$ cat config.mk
export PLATFORM = sky130hd
export DESIGN_NAME = unidad_busqueda
export DESIGN_NICKNAME = d
export VERILOG_FILES = /design/src/rtl/unidad_busqueda.sv
export SDC_FILE = /design/constraint.sdc
export NUM_CORES = 1
export LEC_CHECK = 0
export ABC_AREA = 1
export CAP_MARGIN = 0
export CORE_ASPECT_RATIO = 0.7
export CORE_MARGIN = 5
export CORE_UTILIZATION = 57
export DETAILED_ROUTE_END_ITERATION = 7
export DONT_BUFFER_PORTS = 1
export GPL_ROUTABILITY_DRIVEN = 0
export PLACE_DENSITY = 0.82
export SYNTH_ARGS = -nofsm -noshare
export SYNTH_HDL_FRONTEND = slang
export SYNTH_SLANG_ARGS = --single-unit
$ cat constraint.sdc
create_clock -name clk -period 2.31 [get_ports clk]
set_input_delay 0.462 -clock clk [delete_from_list [all_inputs] [get_ports clk]]
set_output_delay 0.462 -clock clk [all_outputs]
set_load 0.01 [all_outputs]
$ cat src/rtl/unidad_busqueda.sv
// Instruction fetch unit: requests words from instruction memory and hands them to decode.
// Optional macro ALINEACION_CHK_EN traps misaligned redirect targets in a sticky ERROR state.
module unidad_busqueda #(
  parameter int              Bits      = 64,
  parameter logic [Bits-1:0] PCInicial = '0
) (
  input  logic            clk,
  input  logic            reset,
  output logic            MemReq,
  output logic [Bits-1:0] MemAddr,
  input  logic            MemAck,
  input  logic [31:0]     MemData,
  input  logic            Salto,
  input  logic [Bits-1:0] DestinoSalto,
  output logic [31:0]     Instruccion,
  output logic [Bits-1:0] PCInstr,
  output logic            Valido,
  input  logic            Listo,
  output logic            ErrorAlineacion
);

  // states: INACTIVO one-cycle idle | PEDIR request at pc | DESCARTAR drop stale response
  //         ENTREGAR hold word for decode | ERROR misaligned target trap (macro only)
`ifdef ALINEACION_CHK_EN
  typedef enum logic [2:0] {INACTIVO, PEDIR, DESCARTAR, ENTREGAR, ERROR} estado_t;
`else
  typedef enum logic [2:0] {INACTIVO, PEDIR, DESCARTAR, ENTREGAR} estado_t;
`endif

  localparam logic [Bits-1:0] Cuatro = {{(Bits-3){1'b0}}, 3'd4};
  localparam logic [Bits-1:0] Mascara = ~{{(Bits-2){1'b0}}, 2'b11};

  estado_t         estado, estado_next;
  logic [Bits-1:0] pc, pc_next;
  logic [Bits-1:0] mem_addr_q, addr_next;
  logic [Bits-1:0] destino;
  logic [31:0]     instr;
  logic [Bits-1:0] pc_instr;
  logic            capturar;
  logic            req;
  logic            valido;
  logic            salto_act;
  logic            salto_mal;

`ifdef ALINEACION_CHK_EN
  logic err, err_next;
  assign destino   = DestinoSalto;
  assign salto_act = Salto && (estado != ERROR);
  assign salto_mal = |DestinoSalto[1:0];
`else
  assign destino   = DestinoSalto & Mascara;
  assign salto_act = Salto;
  assign salto_mal = 1'b0;
`endif

  always_comb begin
    estado_next = estado;
    pc_next     = pc;
    addr_next   = mem_addr_q;
    capturar    = 1'b0;
    req         = 1'b0;
    valido      = 1'b0;
`ifdef ALINEACION_CHK_EN
    err_next    = err;
`endif
    case (estado)
      INACTIVO: estado_next = PEDIR;
      PEDIR: begin
        req = 1'b1;
        if (MemAck) begin
          capturar    = 1'b1;
          estado_next = ENTREGAR;
        end
      end
      DESCARTAR: begin
        req = 1'b1;
        if (MemAck) estado_next = PEDIR;
      end
      ENTREGAR: begin
        valido = 1'b1;
        if (Listo) begin
          pc_next     = pc + Cuatro;
          estado_next = PEDIR;
        end
      end
      default: ;
    endcase

    // A redirect overrides everything; an outstanding request must still be drained.
    if (salto_act) begin
      valido   = 1'b0;
      capturar = 1'b0;
      pc_next  = destino;
      if (estado == PEDIR || estado == DESCARTAR)
        estado_next = MemAck ? PEDIR : DESCARTAR;
      else
        estado_next = PEDIR;
`ifdef ALINEACION_CHK_EN
      if (salto_mal) begin
        estado_next = ERROR;
        err_next    = 1'b1;
      end
`endif
    end

    if (estado_next == PEDIR) addr_next = pc_next;
  end

  always_ff @(posedge clk) begin
    if (reset) begin
      estado     <= INACTIVO;
      pc         <= PCInicial;
      mem_addr_q <= PCInicial;
      instr      <= '0;
      pc_instr   <= '0;
    end else begin
      estado     <= estado_next;
      pc         <= pc_next;
      mem_addr_q <= addr_next;
      if (capturar) begin
        instr    <= MemData;
        pc_instr <= pc;
      end
    end
  end

`ifdef ALINEACION_CHK_EN
  always_ff @(posedge clk) begin
    if (reset) err <= 1'b0;
    else       err <= err_next;
  end
  assign ErrorAlineacion = err;
`else
  assign ErrorAlineacion = 1'b0;
`endif

  assign MemReq      = req;
  assign MemAddr     = mem_addr_q;
  assign Valido      = valido;
  assign Instruccion = instr;
  assign PCInstr     = pc_instr;

  logic unused_ok;
  assign unused_ok = salto_mal;

endmodule
Yosys cells after proc, flatten, opt, wreduce, memory -nomap -nowiden --
Index checks and enable logic that the tools add are counted.
Operators by class: $add $sub $neg 1, eq/ne operators 4, muxes and demuxes 16, reduce and logical (&&, ||, !) cells 3
Operators by type and width (number):
- two-way mux 64 bit | 3
- adder 64 x 3 -> 64 bit (second input constant) | 1
- two-way mux 3 bit | 4
- case mux 3 bit (4 select lines) | 1
- == test 3 x 1 -> 1 bit (second input constant) | 2
- == test 3 x 2 -> 1 bit (second input constant) | 2
- two-way mux 1 bit | 6
- two-way mux 2 bit | 2
- logical NOT 3 bit | 1
- OR reduction 2 bit | 1
- logical OR 1 bit | 1
Storage, ports and cells: register bits after elaboration 227, input port bits 101, output and inout port bits 163, word-level logic and storage cells 29

Longest topological paths before layout --
depth after elaboration 5, mapped depth 13, mapped depth without buffers 13

Least setup slack after synthesis --
No wires, ideal clock.
path kind register -> register, start point register pc[3], end point register mem_addr_q[62], in the netlist MemAddr[62], library setup time 109 ps, arrival 1613 ps, required time 2201 ps, slack 588 ps, cell stages (with the launch flop) 13, path buffers 0, clock period less this slack 1722 ps, cell sequence dfxtp_1 > ha_1 > inv_1 > nor2_1 > nand2_1 > nor2_2 > nand2_1 > nor2_2 > nand3_1 > nand3_1 > nand3_1 > nand2_1 > inv_1
Between the ends: word-level cells in the longest chain between the ends 4
Ends and longest elaborated chain:
- start, declared | RTL line 34 | logic [Bits-1:0] pc, pc_next;
- start signal, assigned | RTL line 112 | pc <= PCInicial;
- start signal, assigned | RTL line 118 | pc <= pc_next;
- adder 64 x 3 -> 64 bit | RTL line 82 | pc_next = pc + Cuatro;
- two-way mux 64 bit | RTL line 81 | if (Listo) begin
- two-way mux 64 bit | RTL line 66 | case (estado)
- two-way mux 64 bit | RTL line 90 | if (salto_act) begin
- end signal, assigned | RTL line 113 | mem_addr_q <= PCInicial;
- end signal, assigned | RTL line 119 | mem_addr_q <= addr_next;
- end, declared | RTL line 35 | logic [Bits-1:0] mem_addr_q, addr_next;
Every way passes these cells. A chain may end at the register's enable or synchronous reset.

Worst setup path in the final report --
start point register pc[9], end point register mem_addr_q[49], in the netlist MemAddr[49]
Same word-level chain as after synthesis.

==> impl_metrics.tcl <==
set metrics [dict create \
    gr-total-overflow 0 \
    power.switching_mw 2.427 \
    critPathMaxStageDelay_ps 400 \
    synth.most_common_cell "nand2_1" \
    dieArea_sq_um 21130 \
    num-fill-cells 1644 \
    cts_root_buffer "clkbuf_16" \
    switching_share 0.2549 \
    ys_ff_latch 227 \
    postCtsSetupBuffers 0 \
    core-area_sq_um 18010 \
    syn_to_final_growth_pct 10.08 \
    synth_cell_types 33 \
    synth_edf_count 0 \
    leakagePower_nw 4.430 \
    finalCritPeriodShare 0.9162 \
    crit_top_cell "nand3_1" \
    status "finished clean" \
    start_kind "register" \
    dpl.cell_count 1723 \
    insertion_delay_ps 530 \
    synthTopCellsByArea "dfxtp_1 44%, nand2_1 13%, nand3_1 11%" \
    crit_fanout 5 \
    grt_max_degree 191 \
    syn_area_sq_um 10420 \
    clk_pin_slew_ps 60 \
    cts-buffers-inserted 23 \
    slew_headroom 0.6105 \
    via_per_inst 5.907 \
    finClkSkew_ps 10.00 \
    synthTopCellsByCount "372 x nand2_1, 229 x nand3_1, 227 x dfxtp_1, 219 x nor2_1, 158 x a21oi_1" \
    pwr-share-seq 0.466 \
    yosysTopAreaCell "dfxtp_1" \
    drt-total-wl_mm 32.43 \
    antenna_found_initial 0 \
    clock_path_buffers 3 \
    drc 0 \
    worst_path_max_delay_cell "dfxtp_1" \
    crit_start "pc[9]" \
    hold_viol 0 \
    drtIter0Drc 1506 \
    drive_gt1_frac 0.06144 \
    rsz0062_at_grt "no" \
    finalMaxSlewViolations 0 \
    h-tree-depth 1 \
    cp_cell_sequence "nand2_1 > nor2_1 > inv_2 > nor2_2 > nand3_1 > nor2_1 > nand3_1 > nand3_1 > nand3_1 > nand2_1 > inv_1" \
    dpl.hpwl_mm 22.81 \
    drv_cap 0 \
    synth.avg_cell_area_sq_um 6.720 \
    max_clock_freq_ghz 0.4725 \
    r2r-start "pc[9]" \
    syn-instance-count 1551 \
    postRouteAntennaNets 0 \
    dieWidth_um 171.6 \
    ys.flop_type "dfxtp_1" \
    worst-slew-pin-transition_ps 584.2 \
    drt-pass1-iter-count 6 \
    irDropWorstVdd_mv 0.5674 \
    setup_viol 0 \
    nets 1615 \
    clkPwrFrac 0.456 \
    period_minus_slack_ps 2116 \
    worstHoldStart "reset" \
    initial_core_util 0.5788 \
    yosysSeqAreaShare 0.4360 \
    port_buffers 0 \
    num_antenna_cells 0 \
    crit_required_ps 2740 \
    critPathArrivalTime_ps 2540 \
    die_h_um 123.1 \
    grt_pass1_wl_mm 50.72 \
    avgRoutedWirePerCell_um 18.36 \
    io_pins 264 \
    num_vias 10431 \
    cts.sinks 227 \
    pwr-share-comb 0.078 \
    num_rows 41 \
    critPathKind "reg2reg" \
    internal_power_mw 7.096 \
    async_flop_share 0 \
    synth_top_cell_area_share 0.4360 \
    worstSetupEndpointType "register" \
    tritoncts "built" \
    syn-num-nets 1653 \
    grt_pass1_vias 9538 \
    final_cell_count_no_fill 1766 \
    p_per_area_nw_per_um2 830.0 \
    hold_class "in2reg" \
    fin_tns_setup_ps 0 \
    yosys_warnings 0 \
    track_usage 0.2972 \
]
-- placed cells by master, fill, tap and decap left out, types with 3 or more instances in the layout --
cell / instances
a21oi_1: 158
and2_1: 10
buf_4: 19
bufinv_16: 6
clkbuf_1: 3
clkbuf_16: 23
clkbuf_8: 5
dfxtp_1: 227
inv_1: 112
inv_2: 4
nand2_1: 370
nand3_1: 229
nand4_1: 26
nor2_1: 217
nor2_2: 12
nor2_4: 5
nor3_1: 8
o21ai_0: 30
o21ai_1: 15
o21bai_1: 8
or2_2: 6
xor2_1: 9
-- cells by family after synthesis --
logic type | synth area share
other | 0.0003598
AND/OR/NAND/NOR | 0.3647
flip-flops | 0.4360
AO/OA/AOI/OAI | 0.1112
XOR/XNOR | 0.009244
adder cells (fa/ha/maj) | 0.001200
buffers and inverters | 0.07731
-- power groups by stage --
stage          clock network (mW)  registers [mW]  logic, mW
6_report                     4.34            4.44      0.746
5_1_grt                      4.57            4.46      0.855
4_1_cts                      4.38            4.43      0.738
3_5_place_dp                    0            4.52      0.729
3_3_place_gp                    0            4.52      0.706
2_1_floorplan                   0            4.43      0.652
-- final cells by class --
cell class	count	area, sq um	area share
clock buffer	31	655.6	0.05714
clock inverter	11	241.5	0.02105
sequential	227	4544	0.3961
timing repair buffer	22	192.7	0.01679
multi-input combinational	1122	5102	0.4447
inverter	117	441.7	0.03850
tap	236	295.3	0.02574
-- worst max-delay path, delay by kind of cell, from the launching register on --
kind	cells	cell delay (ps)
DFF	1	400
and+or+nand+nor	9	1510
buffers and inverters	2	100
-- metal layers --
metal  GRT usage  wire [um]
met5           0          0
met4     0.08709       1000
met3      0.1055       4818
met2      0.4488      13750
met1      0.4032      12860
-- per-stage QoR --
stage               instance area, sq um  utilization  hold WS (ps)  worst slack [ps]  power, mW
finish                             11470       0.6372         10.52             193.6      9.523
global route                       11470       0.6372         15.03             20.45      9.886
CTS                                11460       0.6362       0.03669             100.8      9.553
detailed placement                 10550       0.5859         473.1             109.9      5.249
global placement                   10550       0.5859         467.4             176.2      5.221
floorplan                          10420            -         459.8             588.2      5.082
-- final timing paths --
check | to | slack, ps | cells after the start
hold reg to reg | pc[1] | 490 | 2
hold / removal | pc[24] | 10 | 1
setup / recovery | MemAddr[49] | 190 | 11
setup reg to reg | MemAddr[49] | 190 | 11
-- registers in the layout (all words and copies together) (netlist names) --
signal       flops
Instruccion     32
MemAddr         64
PCInstr         64
estado           3
pc              64
-- repair_timing --
action | in CTS | in global routing
endpoints found under the setup margin | 0 | 11
hold buffers | 1 | 0
gates resized for setup | 0 | 5
hold endpoints to repair | 2 | 0
Note: power is estimated with default switching activity, not from simulation.
